===== config.mk =====
export PLATFORM = sky130hd
export DESIGN_NAME = param_vga_sync_gen
export DESIGN_NICKNAME = d
export VERILOG_FILES = /design/src/rtl/param_vga_sync_gen.sv
export SDC_FILE = /design/constraint.sdc
export NUM_CORES = 1
export LEC_CHECK = 0
export CAP_MARGIN = 20
export CORE_UTILIZATION = 55
export DETAILED_ROUTE_END_ITERATION = 10
export PLACE_DENSITY = 0.92
export REMOVE_ABC_BUFFERS = 1
export SLEW_MARGIN = 10
export SYNTH_ARGS = -nofsm -noshare
export SYNTH_HDL_FRONTEND = slang
export SYNTH_SLANG_ARGS = --single-unit

===== constraint.sdc =====
create_clock -name clock -period 4.4 [get_ports clock]
set_input_delay 0.66 -clock clock [delete_from_list [all_inputs] [get_ports clock]]
set_output_delay 0.66 -clock clock [all_outputs]
set_load 0.02 [all_outputs]

===== src/rtl/param_vga_sync_gen.sv =====
// Parametrised VGA-style sync generator: pixel/line counters, sync decode,
// visible-area flag, line/frame start pulses and a wrapping frame counter.
module param_vga_sync_gen #(
    parameter int unsigned H_DISPLAY = 640,
    parameter int unsigned H_FRONT   = 16,
    parameter int unsigned H_SYNC    = 96,
    parameter int unsigned H_BACK    = 48,
    parameter int unsigned V_DISPLAY = 480,
    parameter int unsigned V_FRONT   = 10,
    parameter int unsigned V_SYNC    = 2,
    parameter int unsigned V_BACK    = 33,
    parameter logic        HSYNC_POL = 1'b0,
    parameter logic        VSYNC_POL = 1'b0,
    parameter int unsigned CW        = 10
) (
    input  logic          clock,
    input  logic          reset,
    input  logic          pix_en,
    output logic          hsync,
    output logic          vsync,
    output logic          in_display,
    output logic [CW-1:0] count_x,
    output logic [CW-1:0] count_y,
    output logic          line_start,
    output logic          frame_start,
    output logic [7:0]    frame_cnt
);

    localparam int unsigned H_TOTAL = H_DISPLAY + H_FRONT + H_SYNC + H_BACK;
    localparam int unsigned V_TOTAL = V_DISPLAY + V_FRONT + V_SYNC + V_BACK;

    localparam logic [CW-1:0] H_LAST       = CW'(H_TOTAL - 1);
    localparam logic [CW-1:0] V_LAST       = CW'(V_TOTAL - 1);
    localparam logic [CW-1:0] H_SYNC_FIRST = CW'(H_DISPLAY + H_FRONT);
    localparam logic [CW-1:0] H_SYNC_LAST  = CW'(H_DISPLAY + H_FRONT + H_SYNC - 1);
    localparam logic [CW-1:0] V_SYNC_FIRST = CW'(V_DISPLAY + V_FRONT);
    localparam logic [CW-1:0] V_SYNC_LAST  = CW'(V_DISPLAY + V_FRONT + V_SYNC - 1);
    localparam logic [CW-1:0] H_VIS        = CW'(H_DISPLAY);
    localparam logic [CW-1:0] V_VIS        = CW'(V_DISPLAY);

    logic          x_wrap;
    logic          y_wrap;
    logic [CW-1:0] next_x;
    logic [CW-1:0] next_y;
    logic          next_hsync;
    logic          next_vsync;
    logic          next_in_display;

    // Next position and decode of that position, so levels align with the counts
    always_comb begin
        x_wrap          = (count_x == H_LAST);
        y_wrap          = x_wrap && (count_y == V_LAST);
        next_x          = x_wrap ? '0 : count_x + CW'(1);
        next_y          = count_y;
        if (x_wrap) begin
            next_y = y_wrap ? '0 : count_y + CW'(1);
        end
        next_hsync      = ((next_x >= H_SYNC_FIRST) && (next_x <= H_SYNC_LAST)) ? HSYNC_POL : ~HSYNC_POL;
        next_vsync      = ((next_y >= V_SYNC_FIRST) && (next_y <= V_SYNC_LAST)) ? VSYNC_POL : ~VSYNC_POL;
        next_in_display = (next_x < H_VIS) && (next_y < V_VIS);
    end

    // Counters, registered levels and single-clock pulses; everything holds when pix_en is low
    always_ff @(posedge clock) begin
        if (reset) begin
            count_x     <= '0;
            count_y     <= '0;
            frame_cnt   <= 8'd0;
            in_display  <= 1'b1;
            hsync       <= ~HSYNC_POL;
            vsync       <= ~VSYNC_POL;
            line_start  <= 1'b0;
            frame_start <= 1'b0;
        end else begin
            line_start  <= 1'b0;
            frame_start <= 1'b0;
            if (pix_en) begin
                count_x     <= next_x;
                count_y     <= next_y;
                hsync       <= next_hsync;
                vsync       <= next_vsync;
                in_display  <= next_in_display;
                line_start  <= x_wrap;
                frame_start <= y_wrap;
                if (y_wrap) begin
                    frame_cnt <= frame_cnt + 8'd1;
                end
            end
        end
    end

endmodule


# Yosys cells after proc, flatten, opt, wreduce, memory -nomap -nowiden
# Cells that the tools add are included.
# totals
register_bits	33
input_bits	3
output_inout_bits	33
elab_cells	31
# classes
addsub	3
magnitude_cmp	6
eq_ne	2
muxes	5
bitwise	1
n_reduce_logical	6
# op_table
op	count
two-way mux 10 bit	3
adder 10 x 1 -> 10 bit (second input constant)	2
== test 10 bit (second input constant)	2
greater-or-equal comparator 10 bit (second input constant)	1
greater-or-equal comparator 10 x 9 -> 1 bit (second input constant)	1
less-or-equal comparator 10 bit (second input constant)	1
less-or-equal comparator 10 x 9 -> 1 bit (second input constant)	1
< comparator 10 bit (second input constant)	1
< comparator 10 x 9 -> 1 bit (second input constant)	1
adder 8 x 1 -> 8 bit (second input constant)	1
logical AND 1 bit	4
two-way mux 1 bit	2
AND reduction 2 bit	1
OR reduction 2 bit	1
inverter 1 bit	1

# Logic depth before layout (Yosys ltp)
# Gate-level depths: netlist (run 1).
# logic_depth
ltp_word	7
mapped_depth	9
depth_no_buf	8

# Least setup slack after synthesis (run 1)
# No wires, ideal clock.
# synth_timing
path_kind	flip-flop to flip-flop
from	register count_x[0]
to	register vsync
setup_time_ns	0.122
t_arrival_ns	2.055
required_time_ns	4.278
setup_slack_ns	2.223
path_stages_with_launch	8
n_path_buf	0
synth_period_minus_slack_ns	2.177
path_cell_list	dfxtp_1 > ha_1 > and4_1 > nand3_1 > or4_1 > mux2i_1 > nand3_1 > o32a_1
# synth_via
elab_chain_len	7
word_cells_on_any_way	8
cone_classes	2 x order compare; 1 x eq/ne; 3 x mux; 2 x reduce/logical
# synth_rtl
element	line_no	source
start, declared	22	output logic [CW-1:0] count_x,
start signal, assigned	78	count_x <= next_x;
== test 10 bit (*)	51	x_wrap = (count_x == H_LAST);
logical AND 1 bit	52	y_wrap = x_wrap && (count_y == V_LAST);
two-way mux 10 bit	56	next_y = y_wrap ? '0 : count_y + CW'(1);
two-way mux 10 bit (*)	55	if (x_wrap) begin
greater-or-equal comparator 10 x 9 -> 1 bit or less-or-equal comparator 10 x 9 -> 1 bit (tied branches)	59	next_vsync = ((next_y >= V_SYNC_FIRST) && (next_y <= V_SYNC_LAST)) ? VSYNC_POL : ~VSYNC_POL;
logical AND 1 bit (*)	59	
two-way mux 1 bit (*)	59	
end signal, assigned	71	vsync <= ~VSYNC_POL;
end signal, assigned	81	vsync <= next_vsync;
end, declared	20	output logic vsync,
# Every way passes the cells marked *; elsewhere a longest branch is shown, timed or not.
# A chain may end at the register's enable or synchronous reset.

# Final worst setup path (run 1)
# layout_timing
from	register count_x[1]
to	register frame_cnt[5]
# layout_via
elab_chain_len	3
# layout_rtl
element	line_no	source
== test 10 bit	51	
logical AND 1 bit	52	
AND reduction 2 bit (no line)	-	
end signal, assigned	86	frame_cnt <= frame_cnt + 8'd1;
end, declared	26	output logic [7:0] frame_cnt
# Every way passes these cells.

==> results.md, run 1 <==
- Sink Count: 33
- Routed Antenna Nets: 0
- Status: finished, final reports clean
- Non-filler cells in the finished layout: 307
- First-pass iteration count of the detailed router: 4
- Routed Wire Length: 4.10 mm
- Ys Warns: 0
- I/O pin total: 36
- Synth area leader: dfxtp_1
- Overall die width: 60.1 um
- Compound-Gate Fraction of Synth Area: 0.168
- Met3 wire len: 285 um
- Post-synth ARST share: 0
- Via count: 1809
- Largest net degree at the start of global routing: 35
- Post-synthesis simple-gate area fraction: 0.305
- Crit path top cell by count: and3_1
- # diodes: 0
- Critical R2R Launch: count_x[1]$_SDFFE_PP0P_
- Final Hold Viols: 0
- Post-synth EDFFs: 0
- Power Total: 0.502 mW
- Hold Path Class: flop to flop
- Top-area cell type share of the netlist area: 0.356
- Crit path buffers/inverters: 0
- Sequential cell area fraction in the yosys report: 0.356
- Pleak: 0.757 nW
- Max Slew Vio Count: 0
- TNS Setup: 0 ns
- Hold_ws: 0.517 ns
- Initial Utilization: 0.594
- Critical Path Start: count_x[1]$_SDFFE_PP0P_
- XOR/XNOR Fraction of Synth Area: 0.0660
- CP peak stage delay: 0.49 ns
- Die Y-Extent: 60.1 um
- Worst-path fanout max: 13
- Met1 wire length: 1.92 mm
- Total CTS buffers: 5
- CORE AREA: 0.00313 mm2
- Final setup viols: 0
- Levels on crit path: 7
- TritonCTS clock tree: yes
- Critical Path AT: 2.88 ns
- Detailed-route DRC error count: 0
- Mux contribution to synthesized area: 0.0108
- Startpoint Class: flop
- Netlist cell types: 45
- Peak supply drop: 0.145 mV
- Port buffer count: 35
- Worst-skew pair later-pin latency: 0.34 ns
- Mapped Cells: 237
- Root Buffer: clkbuf_4
- Hold_sp: hsync$_SDFFE_PP1P_
- Share of layout cells above drive strength 1: 0.0456
- Unrepaired setup endpoints after global routing: false
- Post-layout min period: 2.61 ns
- Syn Area/Cell: 7.83 um2
- Seq cells post-synth: 33
- GPL Wtd Cong: 0.916
- Worst path slowest cell: and3_1
- Resize count post-CTS: 0
- Worst Clk Skew: 0.0119 ns
- Grt ovf: 0
- Layout area overhead: 20.4%
- Die area: 0.00361 mm2
- H-tree levels: 2
- Post-CTS Hold Buffers: 0
- First-pass GRT wire length: 6.91 mm
- Initial antenna violation count: 0
- Setup Fix Bufs, Post-CTS: 0
- HPWL Detailed: 2.75 mm
- Cells along the critical path: ha_1 > and4_1 > and3_1 > and3_1 > nand2_4 > or3_1 > a21oi_1
- Vias per cell: 5.89
- Layout net count: 270
- Synth Flop Type: dfxtp_1
- Core Rows: 20
- Type of the worst setup path: flop to flop
- Worst-margin pin slew: 0.783 ns
- Peak Freq: 0.383 GHz
- Gr usage total: 0.254
- Max_cap viols: 0
- Largest family of logic cells by synthesized area: simple AND/OR/NAND/NOR gates
- Wire length on met2: 1.85 mm
- Largest cells by area after synthesis: dfxtp_1 (36%), nor2_1 (6.7%), a21oi_1 (4.6%), o21ai_0 (4.3%), xor2_1 (4.2%)
- Top cells by count, synth: dfxtp_1 (33), nor2_1 (33), nand2_1 (18), a21oi_1 (17), o21ai_0 (16)
- Routed length per instance: 13.4 um
- Post-Synth Adder-Cell Area: 0.0337
- Vias in the first global route: 1520
- Worst Path Required: 4.66 ns
- Mapped Area: 0.00186 mm2
- Crit. End Element: flop
- Dpl cells: 299
- PD cells: 225 mW/mm2
- DR top layer: met4
- DRT iter0 DRCs: 192
- Worst r2r path cells: 7
- Family with the most delay on the worst path: simple AND/OR/NAND/NOR gates
- Longest Clk Path Bufs: 2
- Relative slew slack: 0.476
- Reg clk slew, reported paths: 0.11 ns
- WHS Path Cells: 1
- Fin crit share: 0.594
registers in the layout, indices dropped and copies added (netlist names):
register     count
count_x         10
count_y         10
frame_cnt        8
frame_start      1
hsync            1
in_display       1
line_start       1
vsync            1
cell usage in the layout, fill, tap and decap left out, types with 2 or more instances in the layout:
cell	instances
a2111oi_0	2
a211oi_1	2
a21oi_1	17
a31oi_1	3
and3_1	8
and4_1	3
clkbuf_4	5
clkdlybuf4s50_1	35
clkinv_2	2
dfxtp_1	33
ha_1	5
inv_1	7
mux2i_1	2
nand2_1	18
nand3_1	12
nand4_1	7
nand4b_1	2
nor2_1	33
nor3_1	5
nor3b_1	2
o21ai_0	16
o32a_1	2
or3_1	5
or4_1	3
xnor2_1	5
xor2_1	9
power breakdown:
part | internal (mW) | switching, mW
Clock | 0.0608 | 0.102
Combinational | 0.0131 | 0.0184
Sequential | 0.302 | 0.00545
path summary, 6_finish.rpt:
| check | slack (ns) | to |
|---|---|---|
| worst max register to register | 1.79 | frame_cnt[5]$_SDFFE_PP0P_ |
| worst min-delay path | 0.52 | hsync$_SDFFE_PP1P_ |
| worst max-delay path | 1.79 | frame_cnt[5]$_SDFFE_PP0P_ |
| worst min register to register | 0.52 | hsync$_SDFFE_PP1P_ |
stage by stage:
| step | instance area [um2] | setup slack, ns | utilization |
|---|---|---|---|
| 5_1_grt | 2240 | 1.56 | 0.715 |
| 6_report | 2240 | 1.79 | 0.715 |
| 3_5_place_dp | 2180 | 1.57 | 0.698 |
| 2_1_floorplan | 1770 | 2.10 | - |
| 4_1_cts | 2240 | 1.80 | 0.715 |
| 3_3_place_gp | 2180 | 1.65 | 0.698 |
per-layer routing:
metal  vias up  global-route usage
li1        897                   -
met4         0              0.0764
met2        76               0.405
met3         9              0.0758
met1       827               0.329
met5         -                   0
cells by family (layout without fill, tap and decap cells):
| group | count (synthesis) | count (layout) |
|---|---|---|
| compound gates | 51 | 51 |
| fa+ha+maj | 5 | 5 |
| simple gates | 107 | 107 |
| buf+inv | 25 | 51 |
| flops | 33 | 33 |
| mux | 2 | 2 |
| xor+xnor | 14 | 14 |
area by class of cell:
type	count	area (um2)
clock buffers	6	41.3
inverters	7	26.3
multi-input cells	179	1080
flip-flops and latches	33	661
repair buffers	36	358
well taps	44	55.1
fillers	236	892
clock inverters	2	10.0
worst reg2reg max path: stages (launching register included):
cell	delay, ns
dfxtp_1	0.44
ha_1	0.28
and4_1	0.34
and3_1	0.49
and3_1	0.45
nand2_4	0.09
or3_1	0.31
a21oi_1	0.16
No activity file was read; power rests on OpenSTA's default activity.
==> run 2, diff against run 1 <==
CORE_UTILIZATION = 46   (was 55)
PLACE_DENSITY = 0.83   (was 0.92)
clock period = 2.2 ns   (was 4.4 ns; I/O delays follow)
==> results.md, run 2 (same netlist as run 1, synthesis figures left out) <==
- First-pass GRT wire length: 7.87 mm
- I/O pin total: 36
- Overall die width: 65.5 um
- Post-layout min period: 2.08 ns
- Status: finished, final reports clean
- Worst-skew pair later-pin latency: 0.29 ns
- Vias per cell: 5.78
- Filler cells: 328
- Final setup viols: 0
- Worst Path Required: 2.38 ns
- Met3 wire len: 326 um
- Worst r2r path cells: 9
- R2r setup slk: 0.12 ns
- TNS Setup: 0 ns
- CORE AREA: 0.00377 mm2
- Routed Antenna Nets: 0
- Hold_ws: 0.507 ns
- DRT iter0 DRCs: 132
- Vias in the first global route: 1737
- Sink Count: 33
- Reg clk slew, reported paths: 0.07 ns
- GPL Wtd Cong: 0.927
- Crit. End Element: flop
- Cells along the critical path: inv_1 > ha_1 > nand4_1 > nor3_4 > buf_4 > or4_1 > mux2i_1 > nand3_1 > o32a_1
- Storage element area: 661 um2
- Core Rows: 22
- WHS Path Cells: 2
- Resize count post-CTS: 0
- Setup Fix Bufs, Post-CTS: 0
- Most common cell after layout, fill and taps aside: clkdlybuf4s50_1
- Share of layout cells above drive strength 1: 0.119
- Total CTS buffers: 5
- Met1 wire length: 2.08 mm
- Die area: 0.00429 mm2
- HPWL Detailed: 3.33 mm
- Max_cap viols: 0
- Gr usage total: 0.242
- Crit path buffers/inverters: 2
- First-pass iteration count of the detailed router: 4
- Final Hold Viols: 0
- Post-CTS Hold Buffers: 0
- Initial Utilization: 0.492
- Layout area overhead: 33.1%
- Family with the most delay on the worst path: simple AND/OR/NAND/NOR gates
- Area occupied by multi-input gates: 0.00108 mm2
- CP peak stage delay: 0.47 ns
- Worst path slowest cell: or4_1
- Worst-margin pin slew: 0.446 ns
- Non-filler cells in the finished layout: 333
- Detailed-route DRC error count: 0
- Layout net count: 292
- H-tree levels: 2
- Pleak: 0.897 nW
- Unrepaired setup endpoints after global routing: false
- TritonCTS clock tree: yes
- Grt ovf: 0
- Worst Clk Skew: 0.00379 ns
- Type of the worst setup path: flop to flop
- Peak supply drop: 0.378 mV
- Worst-path fanout max: 7
- Routed Wire Length: 4.70 mm
- Die Y-Extent: 65.5 um
- Relative slew slack: 0.695
- Root Buffer: clkbuf_8
- Final core utilization: 0.655
- Levels on crit path: 9
- Port buffer count: 35
- Largest net degree at the start of global routing: 34
- DR top layer: met4
- Peak Freq: 0.480 GHz
- Routed length per instance: 14.1 um
- Power Total: 1.28 mW
- PD cells: 519 mW/mm2
- Max Slew Vio Count: 0
- Startpoint Class: flop
- Wire length on met2: 2.19 mm
- Longest Clk Path Bufs: 2
- Critical Path AT: 2.26 ns
- # diodes: 0
- Fin crit share: 0.947
- Hold Path Class: flop to flop
- Commonest non-fill, non-tap cells in the layout: clkdlybuf4s50_1 (35), nor2_1 (33), dfxtp_1 (33), buf_4 (23), nand2_1 (18)
- Dpl cells: 325
- Via count: 1925
- Initial antenna violation count: 0
- Largest registers: count_x: 10 flops, count_y: 10 flops, frame_cnt: 8 flops
==> run 2: tightest hold or removal path, cell delays in order (launching register included) <==
cell     delay (ns)
dfxtp_1        0.33
o21ai_0        0.07
a21oi_1        0.06
==> run 2: final cells by class <==
cell class,instances,area share
Clock buffer,7,0.0349
Clock inverter,1,0.0122
Inverter,7,0.0106
Multi-Input combinational cell,179,0.439
Sequential cell,33,0.267
Tap cell,48,0.0243
Timing Repair Buffer,58,0.212
==> run 2: metrics by stage <==
stage / instance area (um2) / setup WS [ns]
5_1_grt: 2470 / 0.0350
3_5_place_dp: 2350 / 0.168
3_3_place_gp: 2350 / 0.220
6_report: 2470 / 0.116
4_1_cts: 2470 / 0.137
2_1_floorplan: 1770 / -0.102
==> run 2: per-layer routing <==
metal / GRT usage / up-vias
met5: 0 / -
met4: 0.122 / 0
met3: 0.0503 / 9
met2: 0.405 / 85
met1: 0.290 / 892
li1: - / 939
==> run 2: power by group <==
group | internal, mW | switching [mW]
logic | 0.0350 | 0.0446
clock network | 0.369 | 0.223
registers | 0.604 | 0.00577
==> run 2: path summary, 6_finish.rpt <==
path                                                 from                   endpoint
worst max-delay path              count_y[0]$_SDFFE_PP0P_         vsync$_SDFFE_PP1P_
worst min-delay path            frame_cnt[5]$_SDFFE_PP0P_  frame_cnt[5]$_SDFFE_PP0P_
worst max register to register    count_y[0]$_SDFFE_PP0P_         vsync$_SDFFE_PP1P_
worst min register to register  frame_cnt[5]$_SDFFE_PP0P_  frame_cnt[5]$_SDFFE_PP0P_
==> run 3, diff against run 2 <==
CORE_ASPECT_RATIO = 1.2   (was unset)
==> results.md, run 3 (same netlist as run 1, synthesis figures left out) <==
- Status: finished, final reports clean
- Worst setup path endpoint: vsync$_SDFFE_PP1P_
- Via count: 1914
- Type of the worst setup path: flop to flop
- DRT iter0 DRCs: 119
- Max_cap viols: 0
- I/O pin total: 36
- Post-layout min period: 2.06 ns
- Critical R2R Launch: count_y[0]$_SDFFE_PP0P_
- CORE AREA: 0.00375 mm2
- Die Y-Extent: 71.6 um
- Total CTS buffers: 5
- Post-Place Setup Slack: 0.142 ns
- Worst r2r path cells: 9
- Worst-margin pin slew: 0.406 ns
- Final Hold Viols: 0
- Overall die width: 60.0 um
- # diodes: 0
- Initial Utilization: 0.495
- Routed Wire Length: 4.65 mm
- End of the worst register-to-register path: vsync$_SDFFE_PP1P_
- Initial antenna violation count: 0
- Sink Count: 33
- Largest net degree at the start of global routing: 34
- Vias in the first global route: 1675
- Setup ws final: 0.144 ns
- Power Total: 1.14 mW
- Critical Path Start: count_y[0]$_SDFFE_PP0P_
- Met3 wire len: 306 um
- Wire length on met2: 2.29 mm
- WHS Path Cells: 1
- Worst-path fanout max: 12
- Commonest non-fill, non-tap cells in the layout: clkdlybuf4s50_1 (35), nor2_1 (33), dfxtp_1 (33), nand2_1 (18)
- Startpoint Class: flop
- Routed Antenna Nets: 0
- Reg clk slew, reported paths: 0.07 ns
- First-pass iteration count of the detailed router: 4
- Max Slew Vio Count: 0
- Critical Path AT: 2.24 ns
- Peak Freq: 0.486 GHz
- Met1 wire length: 1.93 mm
- Largest registers: count_x: 10 flops, count_y: 10 flops, frame_cnt: 8 flops
- Gr usage total: 0.231
- Longest Clk Path Bufs: 2
- PD cells: 474 mW/mm2
- Routed length per instance: 14.1 um
- Grt ovf: 0
- Worst Clk Skew: 0.00673 ns
- Post-CTS Hold Buffers: 0
- Final core utilization: 0.639
- Hold Path Class: flop to flop
- GPL Wtd Cong: 0.926
- Hold_sp: hsync$_SDFFE_PP1P_
- Pleak: 0.854 nW
- H-tree levels: 2
- Hold_ws: 0.503 ns
- Die area: 0.00430 mm2
- Relative slew slack: 0.728
- Worst-skew pair later-pin latency: 0.29 ns
- Share of layout cells above drive strength 1: 0.104
- Post-DP Area: 0.00231 mm2
- Root Buffer: clkbuf_8
- Crit. End Element: flop
- Layout area overhead: 29.2%
- Peak supply drop: 0.245 mV
- DR top layer: met4
- First-pass GRT wire length: 7.58 mm
- Most common cell after layout, fill and taps aside: clkdlybuf4s50_1
- Final setup viols: 0
- Unrepaired setup endpoints after global routing: false
- Port buffer count: 35
- Finished Cell Area: 0.00240 mm2
- Filler cells: 331
- Layout net count: 286
- R2r setup slk: 0.14 ns
- Worst Path Required: 2.38 ns
- HPWL Detailed: 3.29 mm
- Vias per cell: 5.78
- Fin crit share: 0.935
- TritonCTS clock tree: yes
- Core Rows: 24
- Detailed-route DRC error count: 0
-- run 3: cell count changes in the layout (fill, tap and decap cells not counted), sizes merged --
cell,delta
clkinv,+2
buf,-6
bufinv,-1
clkbuf,-1
-- run 3: power breakdown --
group / switching (mW) / internal [mW]
clock network: 0.228 / 0.219
logic: 0.0458 / 0.0344
registers: 0.00558 / 0.604
-- run 3: how the worst min path moves through the flow --
stage / end
finish: hsync$_SDFFE_PP1P_
global route: hsync$_SDFFE_PP1P_
CTS: frame_cnt[5]$_SDFFE_PP0P_
detailed placement: hsync$_SDFFE_PP1P_
global placement: hsync$_SDFFE_PP1P_
floorplan: count_y[1]$_SDFFE_PP0P_
-- run 3: critical path: stages (launching register included) --
cell	delay (ns)
dfxtp_1	0.43
inv_1	0.08
ha_1	0.20
nand4_1	0.15
nor3_4	0.05
buf_4	0.19
or4_1	0.46
mux2i_1	0.15
nand3_1	0.09
o32a_1	0.15
-- run 3: layout make-up --
| type | count | area (um2) | share of cell area |
|---|---|---|---|
| Tap cell | 52 | 65.1 | 0.0271 |
| Sequential cell | 33 | 661 | 0.275 |
| Timing Repair Buffer | 52 | 478 | 0.199 |
| Clock inverter | 2 | 10.0 | 0.00417 |
| Clock buffer | 6 | 72.6 | 0.0303 |
| Multi-Input combinational cell | 179 | 1090 | 0.453 |
| Inverter | 7 | 26.3 | 0.0110 |
-- run 3: stage by stage --
step / TNS [ns] / std cells
2_1_floorplan: -0.166 / 219
3_3_place_gp: 0 / 323
5_1_grt: 0 / 331
6_report: 0 / 331
3_5_place_dp: 0 / 323
4_1_cts: 0 / 331
-- run 3: what timing repair did --
action	CTS	global route
resized for setup	0	1
setup buffers	0	0
endpoints found under the setup margin	0	4
-- run 3: per-layer routing --
metal | track usage | vias to the layer above
met5 | 0 | -
met4 | 0.101 | 0
met3 | 0.0578 | 13
met2 | 0.375 | 85
met1 | 0.283 | 887
li1 | - | 929
